`config.mk`:
```
export PLATFORM = sky130hd
export DESIGN_NAME = uart_rx_fifo
export DESIGN_NICKNAME = d
export VERILOG_FILES = /design/src/rtl/uart_pkg.sv /design/src/rtl/uart_fifo_ram.sv /design/src/rtl/uart_rx_fifo.sv
export SDC_FILE = /design/constraint.sdc
export NUM_CORES = 1
export LEC_CHECK = 0
export ABC_AREA = 0
export BUFFER_PORTS_ARGS = -buffer_cell sky130_fd_sc_hd__clkbuf_2
export CORE_MARGIN = 2
export CORE_UTILIZATION = 50
export DETAILED_ROUTE_END_ITERATION = 10
export PLACE_DENSITY = 0.76
export SLEW_MARGIN = 20
export SYNTH_ARGS = -nofsm -noshare
export SYNTH_HDL_FRONTEND = slang
export SYNTH_HIERARCHICAL = 1
export SYNTH_SLANG_ARGS = --single-unit
```
`constraint.sdc`:
```
create_clock -name clk -period 3.9 [get_ports clk]
set_clock_uncertainty 0.2 [all_clocks]
set_input_delay 0.195 -clock clk [delete_from_list [all_inputs] [get_ports clk]]
set_output_delay 0.195 -clock clk [all_outputs]
set_load 0.02 [all_outputs]
```
`src/rtl/uart_pkg.sv`:
```
// Shared UART definitions: line-format encodings, the receive status word and
// the receive-FIFO occupancy states.
package uart_pkg;

  typedef enum logic [1:0] {
    PAR_NONE = 2'd0,
    PAR_ODD  = 2'd1,
    PAR_EVEN = 2'd2,
    PAR_MARK = 2'd3
  } parity_mode_e;

  typedef enum logic [1:0] {
    DATA_BITS_5 = 2'd0,
    DATA_BITS_6 = 2'd1,
    DATA_BITS_7 = 2'd2,
    DATA_BITS_8 = 2'd3
  } data_bits_e;

  // Bit order is shared with the register block's status field.
  typedef struct packed {
    logic overrun;
    logic frame_err;
    logic parity_err;
    logic rx_timeout;
  } uart_status_t;

  typedef enum logic [1:0] {
    ST_EMPTY   = 2'd0,
    ST_PARTIAL = 2'd1,
    ST_FULL    = 2'd2
  } fifo_state_e;

endpackage

```
`src/rtl/uart_fifo_ram.sv`:
```
// DEPTH x DATA_WIDTH storage: synchronous write, asynchronous read. Contents
// are deliberately not reset.
module uart_fifo_ram #(
  parameter int DATA_WIDTH = 8,
  parameter int DEPTH      = 16,
  localparam int ADDR_W    = $clog2(DEPTH)
) (
  input  logic                  clk,
  input  logic                  we_i,
  input  logic [ADDR_W-1:0]     waddr_i,
  input  logic [DATA_WIDTH-1:0] wdata_i,
  input  logic [ADDR_W-1:0]     raddr_i,
  output logic [DATA_WIDTH-1:0] rdata_o
);

  logic [DATA_WIDTH-1:0] mem_q [DEPTH];

  always_ff @(posedge clk) begin
    if (we_i) mem_q[waddr_i] <= wdata_i;
  end

  assign rdata_o = mem_q[raddr_i];

endmodule

```
`src/rtl/uart_rx_fifo.sv`:
```
// UART receive buffer: circular FIFO with show-ahead read port, sticky error
// flags and level interrupt. Define UART_RX_FIFO_TIMEOUT_EN for the idle timeout.
module uart_rx_fifo
  import uart_pkg::*;
#(
  parameter int DATA_WIDTH = 8,
  parameter int DEPTH      = 16,
  localparam int CNT_W     = $clog2(DEPTH) + 1
) (
  input  logic                  clk,
  input  logic                  reset,
  input  logic                  wr_valid,
  input  logic [DATA_WIDTH-1:0] wr_data,
  input  logic                  frame_error_in,
  input  logic                  parity_error_in,
  input  logic                  rd_ready,
  output logic                  rd_valid,
  output logic [DATA_WIDTH-1:0] rd_data,
  output logic [CNT_W-1:0]      level,
  output logic                  empty,
  output logic                  full,
  input  logic [CNT_W-1:0]      threshold,
  output logic                  irq_level,
  input  logic                  err_clear,
  output logic                  overrun,
  output logic                  frame_err,
  output logic                  parity_err,
  input  logic [15:0]           timeout_cycles,
  output logic                  rx_timeout,
  output fifo_state_e           dbg_state
);

  localparam int ADDR_W = $clog2(DEPTH);
  localparam logic [CNT_W-1:0] LVL_FULL = CNT_W'(DEPTH);

  fifo_state_e       state_q;
  logic [ADDR_W-1:0] wr_ptr_q, rd_ptr_q;
  logic [CNT_W-1:0]  level_q;
  logic              irq_q;
  uart_status_t      status_q, status_d;
  logic              push, pop, drop;

  // Read port: a character transfers on any cycle with rd_valid && rd_ready;
  // rd_data is the head entry whenever rd_valid is high and does not depend on rd_ready.
  assign rd_valid = (state_q != ST_EMPTY);
  assign pop      = rd_valid && rd_ready;
  assign push     = wr_valid && ((state_q != ST_FULL) || pop);
  assign drop     = wr_valid && (state_q == ST_FULL) && !pop;

  uart_fifo_ram #(
    .DATA_WIDTH (DATA_WIDTH),
    .DEPTH      (DEPTH)
  ) u_ram (
    .clk     (clk),
    .we_i    (push),
    .waddr_i (wr_ptr_q),
    .wdata_i (wr_data),
    .raddr_i (rd_ptr_q),
    .rdata_o (rd_data)
  );

  always_ff @(posedge clk) begin
    if (reset) begin
      state_q  <= ST_EMPTY;
      wr_ptr_q <= '0;
      rd_ptr_q <= '0;
      level_q  <= '0;
      irq_q    <= 1'b0;
    end else begin
      if (push) wr_ptr_q <= wr_ptr_q + ADDR_W'(1);
      if (pop)  rd_ptr_q <= rd_ptr_q + ADDR_W'(1);
      case ({push, pop})
        2'b10: begin
          level_q <= level_q + CNT_W'(1);
          state_q <= (level_q == LVL_FULL - CNT_W'(1)) ? ST_FULL : ST_PARTIAL;
        end
        2'b01: begin
          level_q <= level_q - CNT_W'(1);
          state_q <= (level_q == CNT_W'(1)) ? ST_EMPTY : ST_PARTIAL;
        end
        default: ;
      endcase
      // Compared against the registered level, so irq trails level by one cycle.
      irq_q <= (threshold != '0) && (level_q >= threshold);
    end
  end

`ifdef UART_RX_FIFO_TIMEOUT_EN
  logic [15:0] tmo_cnt_q;
  logic        tmo_hit;

  assign tmo_hit = rd_valid && !push && !pop && (timeout_cycles != 16'd0) &&
                   (16'(tmo_cnt_q + 16'd1) == timeout_cycles);

  always_ff @(posedge clk) begin
    if (reset || push || pop || !rd_valid) tmo_cnt_q <= '0;
    else if (tmo_cnt_q != 16'hFFFF)        tmo_cnt_q <= tmo_cnt_q + 16'd1;
  end
`else
  logic unused_timeout;
  assign unused_timeout = ^timeout_cycles;
`endif

  // Set has priority over err_clear so a coincident error is never lost.
  always_comb begin
    status_d            = status_q;
    status_d.overrun    = drop            | (status_q.overrun    & ~err_clear);
    status_d.frame_err  = frame_error_in  | (status_q.frame_err  & ~err_clear);
    status_d.parity_err = parity_error_in | (status_q.parity_err & ~err_clear);
`ifdef UART_RX_FIFO_TIMEOUT_EN
    status_d.rx_timeout = tmo_hit | (status_q.rx_timeout & ~pop & ~err_clear);
`else
    status_d.rx_timeout = 1'b0;
`endif
  end

  always_ff @(posedge clk) begin
    if (reset) status_q <= '0;
    else       status_q <= status_d;
  end

  assign level      = level_q;
  assign empty      = (state_q == ST_EMPTY);
  assign full       = (state_q == ST_FULL);
  assign irq_level  = irq_q;
  assign overrun    = status_q.overrun;
  assign frame_err  = status_q.frame_err;
  assign parity_err = status_q.parity_err;
  assign rx_timeout = status_q.rx_timeout;
  assign dbg_state  = state_q;

endmodule

```
==> results_dict.tcl <==
set metrics [dict create \
    outcome "finished, final reports clean" \
    finalWeightedCongestion 0.7718 \
    synth_edf_count 128 \
    placed_area_um2 6432 \
    fin_ws_ns 0.8342 \
    clockBufferDepth 2 \
    postRouteWirelength_mm 11.72 \
    cap_violations 0 \
    peakVddDrop_mv 0.2918 \
    worstHoldPathCells 1 \
    multi_input_area_um2 1714 \
    max_freq_mhz 326.2 \
    antenna_found_initial 0 \
    synthDistinctLibCells 52 \
    pre_cts_ws_ns 1.229 \
    worstSetupEndpointType "output pin" \
    grt_overflow_total 0 \
    synthArstFlopShare_pct 0 \
    p_leak_nw 2.456 \
    start_util_pct 51.14 \
    worstReg2RegStart "dbg_state[0]" \
    synth_warnings 6 \
    stdcell_area_um2 7097 \
    drt_iter0_drc 311 \
    min_to "u_ram/mem_q[3][2]" \
    fin_crit_ns 3.066 \
    holdCritStartpoint "wr_data[2]" \
    drtAntennaViolNets 0 \
    synthCells 353 \
    setup_viol 0 \
    rows 40 \
    grt_pass1_vias 3326 \
    cts_tree "done" \
    r2r_cells 5 \
    period_share_pct 78.61 \
    register_area_um2 4225 \
    clock_sinks 147 \
    hpwl_mm 7.207 \
    drtPass1Iterations 5 \
    die_area_um2 13140 \
    ioPinCount 59 \
    htreeDepth 4 \
    wire_per_inst_um 20.49 \
    dieWidth_um 114.6 \
    worstSkewPairLatency_ns 0.41 \
    core_um2 11960 \
    reg2reg_to "u_ram/mem_q[2][6]" \
    hold_violations 0 \
    grt_start_max_net_pins 34 \
    worstMarginPinSlew_ns 0.9423 \
    portBuffers 41 \
    crit_arrival_ns 2.67 \
    netlist_area_um2 6117 \
    critPathMaxFanout 29 \
    grt_usage_pct 19.29 \
    fp.dieH_um 114.6 \
    grt_pass1_wl_mm 18.05 \
    fillers 906 \
    syn-num-nets 400 \
    drc_errors 0 \
    crit_required_ns 3.50 \
    num_vias 3328 \
    synth_flop_cell "edfxtp_1" \
    area_growth_pct 16.02 \
    yosysSeqAreaShare_pct 69.05 \
    p_per_area_nw_per_um2 508.3 \
    cts_resized 0 \
    rsz0062_at_grt "false" \
    finalMaxSlewViolations 0 \
    root_buffer "clkbuf_16" \
    cts_buffers 17 \
    via_per_inst 5.818 \
    nNetsFinal 459 \
    layout-drive-gt1-share_pct 25.18 \
    post_cts_buffers 0 \
    regToRegSetupSlack_ns 1.19 \
    hold_path_class "input port to flip-flop" \
    synth-seq-cells 147 \
    crit_path_start_kind "flip-flop" \
    syn_area_per_cell_um2 17.33 \
    clk_pin_slew_ns 0.06 \
    crit_type "flip-flop to output pin" \
    relSlewSlack_pct 37.18 \
    fin_setup_tns_ns 0 \
    insertedDiodeCount 0 \
]
## placed cells by master, fill, tap and decap left out, types with 5 or more instances in the layout
| cell | synthesis | layout |
|---|---|---|
| edfxtp_1 | 128 | 128 |
| clkbuf_2 | 0 | 41 |
| nor2_1 | 27 | 27 |
| dfxtp_1 | 19 | 18 |
| mux4_2 | 18 | 18 |
| a22oi_1 | 17 | 17 |
| clkbuf_16 | 0 | 17 |
| nand2_1 | 14 | 14 |
| mux4_1 | 14 | 14 |
| inv_1 | 12 | 12 |
| a21oi_1 | 11 | 11 |
| ha_1 | 11 | 11 |
| nand3_1 | 8 | 8 |
| dlygate4sd3_1 | 0 | 8 |
| buf_4 | 4 | 7 |
| xor2_1 | 6 | 6 |
| nor3_1 | 5 | 5 |
## cell usage after synthesis, types with 5 or more instances
cell | number | area share (%)
nor3_1 | 5 | 0.41
ha_1 | 11 | 2.2
nand3_1 | 8 | 0.65
mux4_1 | 14 | 6.0
a22oi_1 | 17 | 2.1
edfxtp_1 | 128 | 63
nor2_1 | 27 | 1.7
nand2_1 | 14 | 0.86
dfxtp_1 | 19 | 6.2
inv_1 | 12 | 0.74
xor2_1 | 6 | 0.86
a21oi_1 | 11 | 0.90
mux4_2 | 18 | 6.6
## registers in the layout, indices dropped and copies added (netlist names)
| register | cells |
|---|---|
| irq_level | 1 |
| level | 5 |
| wr_ptr_q | 4 |
| rd_ptr_q | 4 |
| parity_err | 1 |
| dbg_state | 2 |
| frame_err | 1 |
| overrun | 1 |
| u_ram/mem_q | 128 |
## cell families (layout without fill, tap and decap cells)
kind of cell    count (synthesis)  after routing  share of synthesized area [%]
compound gates                 45             45                          5.195
xor+xnor                        7              7                          1.002
fa+ha+maj                      11             11                          2.250
buf+inv                        29            101                          2.925
flops                         147            147                          69.05
mux                            36             36                          13.42
other cells                     1              1                        0.06130
simple gates                   77             77                          6.096
## per-stage QoR
step | power (mW) | utilization, % | hold WS [ns] | cells
floorplan | 1.965 | - | 0.09387 | 353
global placement | 2.037 | 53.78 | 0.2021 | 532
detailed placement | 2.048 | 53.78 | 0.2256 | 532
CTS | 3.634 | 59.33 | 0.006929 | 572
global route | 3.737 | 59.33 | 0.03421 | 572
finish | 3.607 | 59.33 | 0.01314 | 572
## worst max path at each step
stage,start,end,depth (start not counted)
global placement,rd_ptr_q[0],rd_data[6],5
global route,rd_ptr_q[0],rd_data[2],5
floorplan,dbg_state[0],u_ram/mem_q[0][0],5
CTS,rd_ptr_q[0],rd_data[2],5
finish,rd_ptr_q[0],rd_data[2],5
detailed placement,rd_ptr_q[0],rd_data[2],5
## routing by layer
metal	share of wire, %	track usage (%)
met3	5.4	5.982
met5	0	0
met1	45	25.84
met2	49	30.53
met4	1.0	6.016
## where the power goes
part,internal [mW],total [mW],switching [mW],leakage (nW)
clock,0.949,1.59,0.638,0.272
sequential,1.74,1.77,0.0352,1.31
combinational,0.110,0.248,0.138,0.872
total,2.80,3.61,0.811,2.46
## layout make-up
cell class                      instances  share of cell area [%]
Tap cell                              147                   2.592
Multi-Input combinational cell        177                   24.15
Clock inverter                         14                   2.186
Inverter                               13                  0.7228
Sequential cell                       147                   59.54
Timing Repair Buffer                   56                   4.760
Clock buffer                           18                   6.047
## repair_timing
action | in CTS | in global routing
setup endpoints to repair | 0 | 0
hold buffers | 8 | 0
endpoints found under the hold margin | 5 | 0
## critical path, stage by stage (launching register included)
cell and delay, ns:
dfxtp_2 0.95, buf_4 0.31, mux4_2 0.51, a22oi_1 0.21, nand2_1 0.11, clkbuf_2 0.17
Power figures use the tool's default switching activity.
